**src/rtl/qa_drv_csr_bank_pkg.sv**
```systemverilog
// ---------------------------------------------------------------------------
// qa_drv_csr_bank_pkg
//   Shared definitions for the driver-side CSR bank: data/address widths,
//   the pulse record type, the address-match helper and the helpers that
//   compute the byte address of every CSR in the bank.
//
//   The bank uses this byte address map (base = CSR_BASE):
//     reg i low   : base + 8*i
//     reg i high  : base + 8*i + 4
//     enable      : base + 8*N_REG64
//     pulse j     : base + 8*N_REG64 + 4 + 4*j
// ---------------------------------------------------------------------------
package qa_drv_csr_bank_pkg;

  localparam int CSR_DATA_W  = 32;
  localparam int CSR_HDR_W   = 18;
  localparam int CSR_DWADR_W = 14;
  localparam int PULSE_W_MAX = 32;

  // One pulse CSR: strobe qualifies a payload that lives for a single cycle.
  // The payload is carried at full bus width; the bank trims it to PULSE_W.
  typedef struct packed {
    logic                   strobe;
    logic [PULSE_W_MAX-1:0] payload;
  } t_CSR_PULSE;

  // The CCI header carries a dword address, so it is compared against the
  // byte address with the two byte-offset bits dropped.
  function automatic logic csr_addr_match(input logic [CSR_DWADR_W-1:0] dw_addr,
                                          input logic [15:0]            byte_addr);
    return dw_addr == CSR_DWADR_W'(byte_addr >> 2);
  endfunction

  function automatic logic [15:0] reg_lo_offset(input logic [15:0] base, input int idx);
    return base + 16'(idx * 8);
  endfunction

  function automatic logic [15:0] reg_hi_offset(input logic [15:0] base, input int idx);
    return base + 16'(idx * 8 + 4);
  endfunction

  function automatic logic [15:0] enable_offset(input logic [15:0] base, input int n_reg);
    return base + 16'(n_reg * 8);
  endfunction

  function automatic logic [15:0] pulse_offset(input logic [15:0] base, input int n_reg,
                                               input int idx);
    return base + 16'(n_reg * 8 + 4 + idx * 4);
  endfunction

endpackage

```
**src/rtl/qa_drv_csr_bank_pair.sv**
```systemverilog
// ---------------------------------------------------------------------------
// qa_drv_csr_pair
//   One 64-bit CSR written as two 32-bit halves. The low half is parked in
//   a staging register; the high-half write commits both halves at once so
//   software never observes a torn 64-bit value.
//
// Ports
//   clk        in   clock, all state on rising edge
//   reset      in   asynchronous active-high reset
//   lo_we      in   write strobe for the low half
//   hi_we      in   write strobe for the high half (commit)
//   soft_clear in   drops the committed flag, value is kept
//   wr_data    in   32-bit write data
//   value      out  committed 64-bit value
//   valid      out  set by a commit, cleared by a low write or soft_clear
// ---------------------------------------------------------------------------
module qa_drv_csr_pair
  import qa_drv_csr_bank_pkg::*;
(
  input  logic                    clk,
  input  logic                    reset,
  input  logic                    lo_we,
  input  logic                    hi_we,
  input  logic                    soft_clear,
  input  logic [CSR_DATA_W-1:0]   wr_data,
  output logic [2*CSR_DATA_W-1:0] value,
  output logic                    valid
);

  logic [CSR_DATA_W-1:0]   low_stage_d, low_stage_q;
  logic [2*CSR_DATA_W-1:0] value_d,     value_q;
  logic                    valid_d,     valid_q;

  // Next-state for the staging register, committed value and valid flag.
  // A low write invalidates the register because a new 64-bit value is now
  // in flight; soft_clear overrides a simultaneous commit for the flag only.
  always_comb begin
    low_stage_d = low_stage_q;
    value_d     = value_q;
    valid_d     = valid_q;

    if (lo_we) begin
      low_stage_d = wr_data;
      valid_d     = 1'b0;
    end

    if (hi_we) begin
      value_d = {wr_data, low_stage_q};
      valid_d = 1'b1;
    end

    if (soft_clear) begin
      valid_d = 1'b0;
    end
  end

  // State register; reset also discards any half-written low value.
  always_ff @(posedge clk or posedge reset) begin
    if (reset) begin
      low_stage_q <= '0;
      value_q     <= '0;
      valid_q     <= 1'b0;
    end else begin
      low_stage_q <= low_stage_d;
      value_q     <= value_d;
      valid_q     <= valid_d;
    end
  end

  assign value = value_q;
  assign valid = valid_q;

endmodule

```
**src/rtl/qa_drv_csr_bank.sv**
```systemverilog
// ---------------------------------------------------------------------------
// qa_drv_csr_bank
//   Driver-facing CSR bank fed by CCI MMIO writes. Holds N_REG64 split 64-bit
//   registers, a single enable bit, N_PULSE one-cycle pulse CSRs, and a
//   saturating count of writes that hit no CSR. Every output is a flop, so
//   each write becomes visible exactly one cycle later.
//
// Ports
//   clk           in   clock
//   reset         in   asynchronous active-high reset
//   rx_csr_valid  in   write strobe, one write per asserted cycle
//   rx_csr_header in   CCI header, [13:0] dword address, [17:14] ignored
//   rx_csr_data   in   32-bit write data
//   soft_clear    in   clears every reg_valid bit and afu_en
//   reg_value     out  N_REG64 committed 64-bit values, reg i at [64i +: 64]
//   reg_valid     out  per-register committed flag
//   afu_en        out  enable bit
//   pulse_value   out  pulse payloads, pulse j at [PULSE_W*j +: PULSE_W]
//   pulse_strobe  out  one-cycle qualifier per pulse CSR
//   unmatched_cnt out  saturating count of writes matching no CSR
//
// With N_PULSE = 0 the pulse ports keep a width of one and stay at zero.
// ---------------------------------------------------------------------------
module qa_drv_csr_bank
  import qa_drv_csr_bank_pkg::*;
#(
  parameter int          N_REG64  = 4,
  parameter int          N_PULSE  = 2,
  parameter int          PULSE_W  = 8,
  parameter logic [15:0] CSR_BASE = 16'h1a00
) (
  input  logic                                          clk,
  input  logic                                          reset,
  input  logic                                          rx_csr_valid,
  input  logic [CSR_HDR_W-1:0]                          rx_csr_header,
  input  logic [CSR_DATA_W-1:0]                         rx_csr_data,
  input  logic                                          soft_clear,
  output logic [N_REG64*64-1:0]                         reg_value,
  output logic [N_REG64-1:0]                            reg_valid,
  output logic                                          afu_en,
  output logic [((N_PULSE > 0) ? N_PULSE : 1)*PULSE_W-1:0] pulse_value,
  output logic [((N_PULSE > 0) ? N_PULSE : 1)-1:0]       pulse_strobe,
  output logic [15:0]                                   unmatched_cnt
);

  localparam int NP_W = (N_PULSE > 0) ? N_PULSE : 1;

  logic [CSR_DWADR_W-1:0] dw_addr;
  logic                   unused_hdr_bits;

  logic [N_REG64-1:0] lo_we;
  logic [N_REG64-1:0] hi_we;
  logic [NP_W-1:0]    pulse_hit;
  logic               en_hit;
  logic               any_hit;

  logic                  afu_en_d, afu_en_q;
  logic [15:0]           cnt_d,    cnt_q;
  t_CSR_PULSE [NP_W-1:0] pulse_d,  pulse_q;
  logic                  unused_pulse_bits;

  assign dw_addr         = rx_csr_header[CSR_DWADR_W-1:0];
  assign unused_hdr_bits = ^rx_csr_header[CSR_HDR_W-1:CSR_DWADR_W];

  // Address decode: one hit line per CSR, all gated by rx_csr_valid so an
  // idle bus can never disturb state. any_hit feeds the miss counter.
  always_comb begin
    lo_we     = '0;
    hi_we     = '0;
    pulse_hit = '0;
    en_hit    = rx_csr_valid &&
                csr_addr_match(dw_addr, enable_offset(CSR_BASE, N_REG64));

    for (int i = 0; i < N_REG64; i++) begin
      lo_we[i] = rx_csr_valid && csr_addr_match(dw_addr, reg_lo_offset(CSR_BASE, i));
      hi_we[i] = rx_csr_valid && csr_addr_match(dw_addr, reg_hi_offset(CSR_BASE, i));
    end

    for (int j = 0; j < N_PULSE; j++) begin
      pulse_hit[j] = rx_csr_valid &&
                     csr_addr_match(dw_addr, pulse_offset(CSR_BASE, N_REG64, j));
    end

    any_hit = (|lo_we) || (|hi_we) || en_hit || (|pulse_hit);
  end

  // Enable bit, miss counter and pulse next-state. Pulses are rebuilt from
  // scratch every cycle, which gives the self-clear for free and lets
  // back-to-back writes to the same pulse produce consecutive strobes.
  always_comb begin
    afu_en_d = afu_en_q;
    cnt_d    = cnt_q;
    pulse_d  = '0;

    if (en_hit) begin
      afu_en_d = rx_csr_data[0];
    end
    if (soft_clear) begin
      afu_en_d = 1'b0;
    end

    if (rx_csr_valid && !any_hit && (cnt_q != 16'hffff)) begin
      cnt_d = cnt_q + 16'd1;
    end

    for (int j = 0; j < NP_W; j++) begin
      if (pulse_hit[j]) begin
        pulse_d[j].strobe  = 1'b1;
        pulse_d[j].payload = PULSE_W_MAX'(rx_csr_data);
      end
    end
  end

  // Bank-level state registers.
  always_ff @(posedge clk or posedge reset) begin
    if (reset) begin
      afu_en_q <= 1'b0;
      cnt_q    <= '0;
      pulse_q  <= '0;
    end else begin
      afu_en_q <= afu_en_d;
      cnt_q    <= cnt_d;
      pulse_q  <= pulse_d;
    end
  end

  // One split register per CSR pair.
  for (genvar i = 0; i < N_REG64; i++) begin : g_pair
    qa_drv_csr_pair u_pair (
      .clk        (clk),
      .reset      (reset),
      .lo_we      (lo_we[i]),
      .hi_we      (hi_we[i]),
      .soft_clear (soft_clear),
      .wr_data    (rx_csr_data),
      .value      (reg_value[i*64 +: 64]),
      .valid      (reg_valid[i])
    );
  end

  // The pulse record carries a full-width payload; only PULSE_W bits leave.
  for (genvar j = 0; j < NP_W; j++) begin : g_pulse_out
    assign pulse_value[j*PULSE_W +: PULSE_W] = pulse_q[j].payload[PULSE_W-1:0];
    assign pulse_strobe[j]                   = pulse_q[j].strobe;
  end

  assign unused_pulse_bits = ^pulse_q;
  assign afu_en            = afu_en_q;
  assign unmatched_cnt     = cnt_q;

endmodule

```
**config.mk**
```make
export PLATFORM = sky130hd
export DESIGN_NAME = qa_drv_csr_bank
export DESIGN_NICKNAME = d
export VERILOG_FILES = /design/src/rtl/qa_drv_csr_bank_pkg.sv /design/src/rtl/qa_drv_csr_bank_pair.sv /design/src/rtl/qa_drv_csr_bank.sv
export SDC_FILE = /design/constraint.sdc
export NUM_CORES = 1
export LEC_CHECK = 0
export CAP_MARGIN = 20
export CELL_PAD_IN_SITES_DETAIL_PLACEMENT = 0
export CELL_PAD_IN_SITES_GLOBAL_PLACEMENT = 2
export CORE_ASPECT_RATIO = 1.2
export CORE_MARGIN = 4
export CORE_UTILIZATION = 35
export DETAILED_ROUTE_END_ITERATION = 8
export PLACE_DENSITY_LB_ADDON = 0.1
export SYNTH_ARGS = -nofsm -noshare
export SYNTH_HDL_FRONTEND = slang
export SYNTH_SLANG_ARGS = --single-unit
```
**constraint.sdc**
```tcl
create_clock -name clk -period 17 [get_ports clk]
set_input_delay 3.4 -clock clk [delete_from_list [all_inputs] [get_ports clk]]
set_output_delay 3.4 -clock clk [all_outputs]
set_load 0.05 [all_outputs]
```
==> run metrics <==
internal power 0.00158 W; # hold bufs at CTS 0; post-synth top area cell dfrtp_1; PortBufs 344; NetSw roughly 0.00048 W; Buffers & Inverters on Critical Path 2; Post-synth EDFFs 0; Initial DRC Count 275; Pleak 10.3 nW; WL final 42,100 um; DRC Markers 0; Cells after Synth 962; number of routed nets with antenna violations 0; ys async rst share 100%; clock slew at reported path FFs 50 ps; routed len/inst approximately 22 um; filler instances 4,031; area taken by multi-input logic gates 5050 um2; most frequent cell after synthesis dfrtp_1; final setup skew 9.85 ps; Layout area overhead 33.7%; Crit path depth 6; Synth area leaders dfrtp_1 (66%), mux2_2 (23%), mux2_1 (4.7%), buf_6 (0.85%), and2_1 (0.67%); total CTS buffers 45; CTS Sinks 423; syn nets between 1,000 and 1,500; initial core utilization 35.4%; post-synthesis instance area ~16,000 um2; Slew Viols, Final 0; vias post-DR 9,291; RR Startpoint unmatched_cnt[0]; GRT overflow 0; layout cells sized above 1 29.7%; headroom to the max-slew limit 32.7%; Peak VDD IR 75.1 uV; Tcrit/Tclk final 37.6%; fmax 156 MHz; HP Start g_pair[1].u_pair.value[38]; Switching Share approximately 23%; Worst Setup EP g_pair[2].u_pair.value[28]; first-pass GRT wire length 65,400 um; CTS HTree Levels 2; slowest stage cell on the critical path nor2_4; number of global-route vias before repair 9,911; CP cell instances clkdlybuf4s50_1 -> nor4_4 -> nand4_1 -> nor2_4 -> buf_4 -> mux2_2; CP Launch Point rx_csr_header[13]; RR Endpoint unmatched_cnt[1]; # nets final ~1,400; Worst path top cell family by delay simple AND/OR/NAND/NOR gates; Slowest Stage Delay on Critical Path 870 ps; register area 10,600 um2; via/cell ratio between 4 and 5; hold path cells 1; antenna violations before repair 1; Critical Path End Type flip-flop; FF+latch count, synth 423; top cells by count, synth dfrtp_1 (423), mux2_2 (319), mux2_1 (67); status complete, no violations; min-delay worst type flip-flop to flip-flop; YS warnings 0; reg-to-reg setup timing slack 14,880 ps; Area after DPL 20,000 um2; Worst Path Arrival 6820 ps; kind of critical path input port to flip-flop; Resize count post-CTS 0; Reg2Reg Depth 5; Distinct cells, synth 37; register share of total power 50.0%; area of the core 45,000 um2; TritonCTS clock tree yes; pre-CTS WS 9950 ps; final worst path period need 6390 ps; slew at the pin closest to its max-slew limit 1010 ps; root buffer cell clkbuf_16; CP required 17,420 ps; die width roughly 200 um; site row count 85; DP HPWL 27,700 um; setup_tns 0 ps; max_cap viols 0; # IOs 349; Clk pwr share 44.3%; Setup Fix Bufs, Post-CTS 0; crit start category input port; area of the die 49,100 um2; Pwr Density a little under 100 nW/um2; final-report hold violation count 0; pin count of the biggest net entering global routing between 150 and 200; Setup-failing EPs final 0; routability cong. 0.716; Seq/Total Area, Yosys 66.4%; average size of a mapped cell between 15 and 20 um2; Logic pwr share 5.6%; Clock Latency Late Sink roughly 550 ps; Die Ht between 200 and 250 um; DR pass1 iterations 4; Worst Path Max Fanout 41; final worst slack approximately 11,000 ps; dominant synthesized flop cell dfrtp_1; Clock Tree Buf Depth 3; Yosys top cell area share 66.4%; total track usage 17.2%; Final Instance Area ~21,000 um2; RSZ-0062 raised after global routing no
[stage by stage]
step / utilization (%) / std cells / total power, W / hold slack (ps)
after global routing: 47.4 / 1956 / 0.00215 / 492
final: 47.4 / 1957 / 0.00206 / 481
after global placement: 44.4 / 1879 / 0.00117 / 463
after floorplan: - / 962 / 0.00111 / 454
after CTS: 47.4 / 1956 / 0.00210 / 485
after detailed placement: 44.4 / 1879 / 0.00117 / 474
[state kept, by name (all words and copies together) (netlist names)]
signal,cells
afu_en,1
g_pair.u_pair.low_stage_q,128
g_pair.u_pair.valid,4
g_pair.u_pair.value,256
pulse_strobe,2
pulse_value,16
unmatched_cnt,16
[cell usage in the layout (no fill, tap or decap), types with 2 or more instances in the layout]
| cell | count |
|---|---|
| a21oi_1 | 5 |
| and2_1 | 17 |
| buf_12 | 2 |
| buf_4 | 7 |
| clkbuf_1 | 17 |
| clkbuf_16 | 45 |
| clkbuf_8 | 6 |
| clkdlybuf4s50_1 | 344 |
| clkinv_2 | 8 |
| dfrtp_1 | 423 |
| inv_1 | 6 |
| mux2_1 | 67 |
| mux2_2 | 319 |
| nand2_1 | 7 |
| nand3_1 | 7 |
| nand4_1 | 7 |
| nor2_1 | 10 |
| nor2_4 | 4 |
| nor2_8 | 2 |
| nor3_1 | 4 |
| nor4_1 | 2 |
| nor4b_1 | 2 |
| o21ai_0 | 3 |
| or3_1 | 2 |
| xnor2_1 | 8 |
| xor2_1 | 6 |
[cell families (layout without fill, tap and decap cells)]
logic type,after synthesis,in the layout,share of synthesized area (%)
adder cells (fa/ha/maj),1,1,0.0784
AO/OA/AOI/OAI,11,11,0.424
multiplexers,387,387,27.3
AND/OR/NAND/NOR,74,74,2.91
other,0,1,0
buffers and inverters,52,437,2.12
XOR/XNOR,14,14,0.769
flip-flops,423,423,66.4
[how the worst min path moves through the flow]
stage	slack, ps	endpoint
2_1_floorplan	450	g_pair[1].u_pair.low_stage_q[25]
3_3_place_gp	460	g_pair[1].u_pair.low_stage_q[25]
3_5_place_dp	470	g_pair[1].u_pair.value[38]
4_1_cts	490	g_pair[1].u_pair.value[38]
5_1_grt	490	g_pair[1].u_pair.value[49]
6_report	480	g_pair[1].u_pair.value[38]
[final cells by class]
| class | instances | area share, % |
|---|---|---|
| sequential | 423 | 49.7 |
| timing repair buffer | 353 | 16.6 |
| inverter | 7 | 0.159 |
| multi-input combinational | 487 | 23.7 |
| tap | 609 | 3.58 |
| clock inverter | 9 | 0.329 |
| antenna | 1 | 0.0117 |
| clock buffer | 68 | 5.97 |
[power by group through the flow]
stage	clock [W]	sequential [W]	combinational, W
2_1_floorplan	0	0.00108	0.0000324
3_3_place_gp	0	0.00105	0.000119
3_5_place_dp	0	0.00105	0.000120
4_1_cts	0.000949	0.00103	0.000120
5_1_grt	0.000991	0.00103	0.000126
6_report	0.000911	0.00103	0.000116
[per-layer routing]
layer	GRT usage (%)	up-vias	wire (um)
met5	0	-	13
met4	3.74	2	714
met3	5.76	56	3150
met2	28.8	226	20900
met1	22.0	4911	17300
li1	-	4096	-
Note: power is estimated with default switching activity, not from simulation.
